## config.mk

```make
export PLATFORM = sky130hd
export DESIGN_NAME = addsub_pipe
export DESIGN_NICKNAME = d
export VERILOG_FILES = /design/src/rtl/addsub_pipe.sv
export SDC_FILE = /design/constraint.sdc
export NUM_CORES = 1
export LEC_CHECK = 0
export CAP_MARGIN = 20
export CORE_MARGIN = 2
export CORE_UTILIZATION = 46
export CTS_BUF_LIST = sky130_fd_sc_hd__clkbuf_2 sky130_fd_sc_hd__clkbuf_4 sky130_fd_sc_hd__clkbuf_8
export DETAILED_ROUTE_END_ITERATION = 8
export PLACE_DENSITY = 0.81
export SLEW_MARGIN = 0
export SYNTH_ARGS = -nofsm -noshare
export SYNTH_HDL_FRONTEND = slang
export SYNTH_SLANG_ARGS = --single-unit
export TNS_END_PERCENT = 30
```

## constraint.sdc

```tcl
create_clock -name clk -period 2.31 [get_ports clk]
set_clock_uncertainty 0.1 [all_clocks]
set_input_delay 0.3465 -clock clk [delete_from_list [all_inputs] [get_ports clk]]
set_output_delay 0.3465 -clock clk [all_outputs]
set_load 0.1 [all_outputs]
```

## src/rtl/addsub_pipe.sv

```systemverilog
// addsub_pipe: two-stage add/subtract pipeline with valid/ready handshake,
// NZCV flags on the delivered result and a sticky signed-overflow indicator.
// Optional feature: define ADDSUB_SAT_EN to clamp signed-overflowing results
// to the signed extreme (V and C keep their raw values; N and Z follow the
// clamped sum). Without the macro the result wraps modulo 2^WIDTH.
module addsub_pipe #(
    parameter int WIDTH = 8
) (
    input  logic             clk,
    input  logic             rstn,
    input  logic             in_valid,
    output logic             in_ready,
    input  logic [WIDTH-1:0] a,
    input  logic [WIDTH-1:0] b,
    input  logic             sub,
    output logic             out_valid,
    input  logic             out_ready,
    output logic [WIDTH-1:0] sum,
    output logic             N,
    output logic             Z,
    output logic             C,
    output logic             V,
    output logic             ovf_sticky,
    input  logic             clr_sticky
);

    // Stage 1: adder operands (b already conditioned for subtract) and carry-in
    logic             r_s1_vld;
    logic [WIDTH-1:0] r_s1_a;
    logic [WIDTH-1:0] r_s1_b;
    logic             r_s1_cin;

    // Stage 2: delivered result and flags
    logic             r_s2_vld;
    logic [WIDTH-1:0] r_sum;
    logic             r_n;
    logic             r_z;
    logic             r_c;
    logic             r_v;
    logic             r_sticky;

    logic             w_s2_adv;
    logic             w_s1_adv;
    logic             w_in_xfer;
    logic             w_s2_load;
    logic             w_out_xfer;
    logic [WIDTH:0]   w_raw;
    logic             w_v;
    logic             w_c;
    logic [WIDTH-1:0] w_res;
    logic             w_n;
    logic             w_z;

`ifdef ADDSUB_SAT_EN
    // On overflow the true result has the sign of a, so clamp toward that side.
    function automatic logic [WIDTH-1:0] saturate(input logic [WIDTH-1:0] raw,
                                                  input logic             ovf,
                                                  input logic             a_msb);
        if (!ovf)
            return raw;
        return a_msb ? {1'b1, {(WIDTH-1){1'b0}}} : {1'b0, {(WIDTH-1){1'b1}}};
    endfunction
`endif

    // A stage may move forward when the stage after it is empty or draining now.
    assign w_s2_adv   = !r_s2_vld || out_ready;
    assign w_s1_adv   = !r_s1_vld || w_s2_adv;
    assign w_in_xfer  = in_valid && w_s1_adv;
    assign w_s2_load  = r_s1_vld && w_s2_adv;
    assign w_out_xfer = r_s2_vld && out_ready;

    // Single (WIDTH+1)-bit adder; subtract is a + ~b + 1.
    assign w_raw = {1'b0, r_s1_a} + {1'b0, r_s1_b} + {{WIDTH{1'b0}}, r_s1_cin};
    assign w_c   = w_raw[WIDTH];
    assign w_v   = (r_s1_a[WIDTH-1] == r_s1_b[WIDTH-1]) &&
                   (w_raw[WIDTH-1] != r_s1_a[WIDTH-1]);

`ifdef ADDSUB_SAT_EN
    assign w_res = saturate(w_raw[WIDTH-1:0], w_v, r_s1_a[WIDTH-1]);
`else
    assign w_res = w_raw[WIDTH-1:0];
`endif

    assign w_n = w_res[WIDTH-1];
    assign w_z = (w_res == '0);

    // Pipeline occupancy and the sticky overflow flag; a set on delivery beats a clear.
    always_ff @(posedge clk or negedge rstn) begin
        if (!rstn) begin
            r_s1_vld <= 1'b0;
            r_s2_vld <= 1'b0;
            r_sticky <= 1'b0;
        end else begin
            if (w_s1_adv)
                r_s1_vld <= in_valid;
            if (w_s2_adv)
                r_s2_vld <= r_s1_vld;
            if (w_out_xfer && r_v)
                r_sticky <= 1'b1;
            else if (clr_sticky)
                r_sticky <= 1'b0;
        end
    end

    // Stage 1 data: capture operands on an input transfer; contents are don't-care while empty.
    always_ff @(posedge clk) begin
        if (w_in_xfer) begin
            r_s1_a   <= a;
            r_s1_b   <= b ^ {WIDTH{sub}};
            r_s1_cin <= sub;
        end
    end

    // Stage 2 data: load only with a real operation so the outputs hold otherwise.
    always_ff @(posedge clk or negedge rstn) begin
        if (!rstn) begin
            r_sum <= '0;
            r_n   <= 1'b0;
            r_z   <= 1'b0;
            r_c   <= 1'b0;
            r_v   <= 1'b0;
        end else if (w_s2_load) begin
            r_sum <= w_res;
            r_n   <= w_n;
            r_z   <= w_z;
            r_c   <= w_c;
            r_v   <= w_v;
        end
    end

    assign in_ready   = w_s1_adv;
    assign out_valid  = r_s2_vld;
    assign sum        = r_sum;
    assign N          = r_n;
    assign Z          = r_z;
    assign C          = r_c;
    assign V          = r_v;
    assign ovf_sticky = r_sticky;

endmodule

```

# --- Yosys cells after proc, flatten, opt, wreduce, memory -nomap -nowiden ---
# Index checks and enable logic that the tools add are counted.
classes:
  add_sub_neg: 2
  mul: 0
  div: 0
  order_cmp: 0
  eq_ne: 2
  shifts: 0
  mux: 2
  n_bitwise: 1
  reduce_logical: 11
op_table:
  columns: ["cell", "n"]
  rows:
  - ["$add 8x8->9", 1]
  - ["$add 9x1->9", 1]
  - ["$logic_not 8->1", 1]
  - ["$xor 8x8->8", 1]
  - ["$logic_and 1x1->1", 5]
  - ["$logic_not 1->1", 2]
  - ["$logic_or 1x1->1", 2]
  - ["$mux 1", 2]
  - ["$reduce_bool 2->1", 1]
  - ["$eq 1x1->1", 1]
  - ["$ne 1x1->1", 1]
totals:
  regBits: 32
  latch_bits: 0
  ramBits: 0
  mem_bits_ro: 0
  mem_count: 0

# --- Depth between registers and ports, before layout ---
depth:
  word_depth: 4
  mapped_depth: 9

# --- Least setup slack after synthesis ---
# Ideal clock, no wire load.
synth_timing:
  path_type: "reg2reg"
  start: "register r_s2_vld, in the netlist out_valid"
  end: "register r_s1_a[0] (enable)"
  setup_ns: 0.326
  arrival_ns: 2.640
  slack_ns: -0.756
  stages_incl_launch_ff: 3
  path_buffers: 0
  synth_period_minus_slack_ns: 3.066
  cell_sequence: "dfrtp_1 > nand3b_1 > and2_1"
synth_via:
  elab_chain_cells: 4
synth_rtl:
  columns: ["item", "line", "rtl"]
  rows:
  - ["from (decl)", "34", "logic r_s2_vld;"]
  - ["from (signal assigned)", "97", "r_s2_vld <= r_s1_vld;"]
  - ["$logic_not 1->1", "66", "assign w_s2_adv = !r_s2_vld || out_ready;"]
  - ["$logic_or 1x1->1", "66", null]
  - ["$logic_or 1x1->1", "67", "assign w_s1_adv = !r_s1_vld || w_s2_adv;"]
  - ["via in_ready", "12", "output logic in_ready,"]
  - ["$logic_and 1x1->1", "68", "assign w_in_xfer = in_valid && w_s1_adv;"]
  - ["via w_in_xfer", "44", "logic w_in_xfer;"]
  - ["to (signal assigned)", "108", "r_s1_a <= a;"]
  - ["to (decl)", "29", "logic [WIDTH-1:0] r_s1_a;"]
# The timed path passes the listed nets, and every way through them passes these cells.
# A chain may end at the register's enable or synchronous reset.

# --- Worst setup path in the final report ---
layout_timing:
  start: "register r_s1_cin"
  end: "register r_z, in the netlist Z"
layout_via:
  elab_chain_cells: 2
layout_rtl:
  columns: ["item", "line", "rtl"]
  rows:
  - ["from (decl)", "31", "logic r_s1_cin;"]
  - ["from (signal assigned)", "110", "r_s1_cin <= sub;"]
  - ["$add 9x1->9", "73", "assign w_raw = {1'b0, r_s1_a} + {1'b0, r_s1_b} + {{WIDTH{1'b0}}, r_s1_cin};"]
  - ["via w_raw[1]", "47", "logic [WIDTH:0] w_raw;"]
  - ["$logic_not 8->1", "85", "assign w_z = (w_res == '0);"]
  - ["to (signal assigned)", "125", "r_z <= w_z;"]
  - ["to (decl)", "37", "logic r_z;"]
# The timed path passes the listed nets, and every way through them passes these cells.

==> run summary <==
The flow ran to the end, but the final reports show violations. The checks that failed: negative setup slack. TritonCTS built the clock tree. For this run, the post-layout net count is 193. Sorting the synthesized cells by how often they occur yields edfxtp_1, dfrtp_1, xor2_1. In this run the tightest slew margin relative to its limit is 59.2%.

The worst-margin pin slew was 0.611 ns; the register area share after synthesis was 56.3%. The first global-routing pass estimated 4310 um of wire. The area share of the largest cell type after synthesis is 33.4%. After synthesis the netlist holds a flip-flop and latch count of 31.

Data on the critical path is required at its endpoint by 2.45 ns. After technology mapping, the gate count stands at 121. Total power per unit cell area: 972 nW/um^2.

STA classifies the critical path endpoint as a flop. Buffers inserted during clock tree synthesis total 5. The floorplan row count is 20. In this run the remaining antenna-violating nets after routing total 0.

The logs give 0 for the number of buffers inserted to repair setup after CTS and 2620 um for the total routed wirelength. The die covers 3800 sq um. The type of the setup path with the least slack is reg2reg.

Entering global routing, the biggest net connects 18 pins. Detailed placement finished with a half-perimeter wire length of 2080 um. In this run the critical register-to-register path is launched from r_s1_cin.

The height of the chip is 61.7 um, and the total grt overflow is 0. The number of library cell types mapped by synthesis was 38. The min-delay analysis places its worst path in the category in2async. The share of total power dissipated in combinational logic is 47.5%. The fraction of power spent switching nets was 46.4%; the overall routing resource usage was 15.9%. The logs give 152 for the net count after synthesis and 0.00105 W for the internal power summed over all cells.

A synthesized cell averages 12.6 sq um. The final route contains 1051 vias. The clock-pin slew reported for the worst setup and hold paths after clock tree synthesis is 0.10 ns, and the post-detailed-route DRC marker count is 0. STA classifies the critical path startpoint as a flop.

Registers are responsible for 36.7% of the overall power. Initial antenna violation count: 0. In this run the critical register-to-register path is captured at Z. Counting flops with a built-in enable in the synthesized netlist gives 17. Hold repair after CTS inserted 0 buffers. The share of flip-flops with an asynchronous set or reset was 45.2%. For the switching power of the nets, the log shows 0.000909 W. Registers take 865 sq um. Following the worst setup path forward leads to its endpoint at Z. The multi-input combinational cell area came out at 674 sq um. The tools report the maximum count of clock buffers along a single path as 2.

The final core area utilization is 64.9%. Setup repair after global routing could not meet its margin everywhere. For the H-tree level count, the log shows 2. The clock reaches the later pin of the worst-skew pair after 0.33 ns.

For the number of DRC violations after detailed-routing iteration 0, the log shows 36. The cell type with the largest total area after synthesis is edfxtp_1. The initial utilization of the core area, before any placement, comes to 49.3%. The logs give 37 for the count of boundary I/O pins and 0 for the count of synthesis-stage warnings from yosys. VDD sags by at most 0.433 mV. In the routed layout, each cell is associated on average with a via count of 5.08. The critical path starts at r_s1_cin. The logs give 0 for the max capacitance violation total and 431 MHz for the maximum achievable frequency.

Total power for the finished layout comes to 0.00196 W. Count of pins over their slew limit: 0. The final period utilization is 101%.

Buffer type at the clock tree root: clkbuf_4. The depth of the worst register-to-register path works out to 7. Among all flip-flop cells after synthesis, the most frequent one is edfxtp_1. The area growth from synthesis to final layout was 31.6%; the placer congestion estimate was 0.833. The number of antenna diodes in the final layout is 0. Yosys instantiated no cell more often than edfxtp_1. Per report_power, the clock group accounts for 15.8% of the total. The run gives 1034 as the number of global-route vias before repair. The worst register-to-register path has a setup slack of -0.01 ns. The setup-violating endpoint count in the final report came out at 1. The standby leakage power was 0.821 nW. The number of buffers added on ports was 36.

The clock drives 31 sinks. Dividing the detail-routed wire length by the instance count gives 12.7 um. By area the synthesized netlist is led by edfxtp_1, dfrtp_1, ha_1.

The run gives 1530 sq um as the area of the mapped netlist. The die boundary width came out at 61.7 um. The tools report the count of TritonRoute iterations in the first routing pass as 4.

For the number of fillers in the final layout, the log shows 267. Of the cells placed in the final design, the portion with a size suffix greater than 1 is 28.2%. The core region is 3100 sq um. The logs give 0 for the count of endpoints failing hold in the final timing report and 2.46 ns for the critical path arrival.

The highest fanout seen on the critical path is 2, and the least setup slack across all paths after layout is -0.0117 ns. The final critical path time including I/O delays and setup was 2.32 ns.
how the worst min path moves through the flow:
| stage | start | to | depth (start not counted) |
|---|---|---|---|
| floorplan | rstn | C | 0 |
| global placement | sum[0] | sum[0] | 2 |
| detailed placement | Z | Z | 2 |
| CTS | rstn | sum[7] | 1 |
| global route | rstn | sum[0] | 1 |
| finish | rstn | sum[0] | 1 |
cell families (layout without fill, tap and decap cells):
kind of cell	after synthesis	after routing	synth area share, %
fa+ha+maj	9	9	8.34
xor+xnor	12	12	6.87
flops	31	31	56.3
simple gates	32	32	11.9
mux	5	5	3.68
compound gates	24	24	10.7
buf+inv	8	50	2.21
power groups by stage:
| stage | clock network [W] | registers [W] | logic, W |
|---|---|---|---|
| finish | 0.000310 | 0.000718 | 0.000930 |
| global route | 0.000342 | 0.000730 | 0.000977 |
| CTS | 0.000320 | 0.000720 | 0.000931 |
| detailed placement | 0 | 0.000733 | 0.000915 |
| global placement | 0 | 0.000726 | 0.000902 |
| floorplan | 0 | 0.00116 | 0.000275 |
critical path, stage by stage, from the launching register on:
cell and delay (ns):
edfxtp_1 0.35, inv_2 0.04, fa_2 0.38, inv_2 0.06, fa_2 0.42, nand3b_1 0.17
or4b_4 0.52, o41ai_2 0.20
placed cells by master, fill, tap and decap left out, drive strengths merged, types with 2 or more instances in the layout:
master | netlist | layout
clkdlybuf4s50 | 0 | 21
edfxtp | 17 | 17
buf | 1 | 16
dfrtp | 14 | 14
xor2 | 9 | 9
nand2 | 8 | 8
a21oi | 8 | 8
ha | 7 | 7
o21ai | 7 | 7
clkbuf | 2 | 6
nor2 | 6 | 6
nand2b | 5 | 5
mux2 | 5 | 5
inv | 5 | 5
xnor2 | 3 | 3
nand3b | 2 | 2
nor3 | 2 | 2
o211ai | 2 | 2
fa | 2 | 2
nand3 | 2 | 2
stage by stage:
stage          area [sq um]  worst slack, ns  std cells  hold WS (ns)  setup TNS [ns]
3_3_place_gp           1920          -0.0148        199         0.366         -0.0148
2_1_floorplan          1540          -0.0166        121       -0.0491          -0.281
4_1_cts                2010          -0.0955        207         0.310         -0.0955
6_report               2010          -0.0117        207         0.291         -0.0117
5_1_grt                2010           -0.140        207         0.351          -0.168
3_5_place_dp           1920          -0.0803        199         0.383         -0.0899
per-layer routing:
metal  vias to the layer above  wire (um)  track usage [%]
met2                        40       1290             28.0
met5                         -          0                0
met4                         0         42             6.99
met3                         7        185             5.04
met1                       486       1110             17.4
li1                        518          -                -
cell type report:
class	count	share of cell area [%]
timing repair buffer	37	17.0
sequential	31	42.9
clock buffer	6	2.24
clock inverter	2	0.622
multi-input combinational	82	33.5
tap	44	2.73
inverter	5	0.932
registers in the layout, summed over array words and instances (netlist names):
name        count
r_s1_a          8
Z               1
V               1
ovf_sticky      1
sum             8
C               1
r_s1_cin        1
r_s1_vld        1
out_valid       1
r_s1_b          8
repair_timing:
item                       in CTS  in global routing
gates cloned                    0                  0
gates resized for setup         8                  1
hold endpoints to repair        0                  0
setup endpoints to repair       2                  2
pin swaps                       2                  1
No activity file was read; power rests on OpenSTA's default activity.
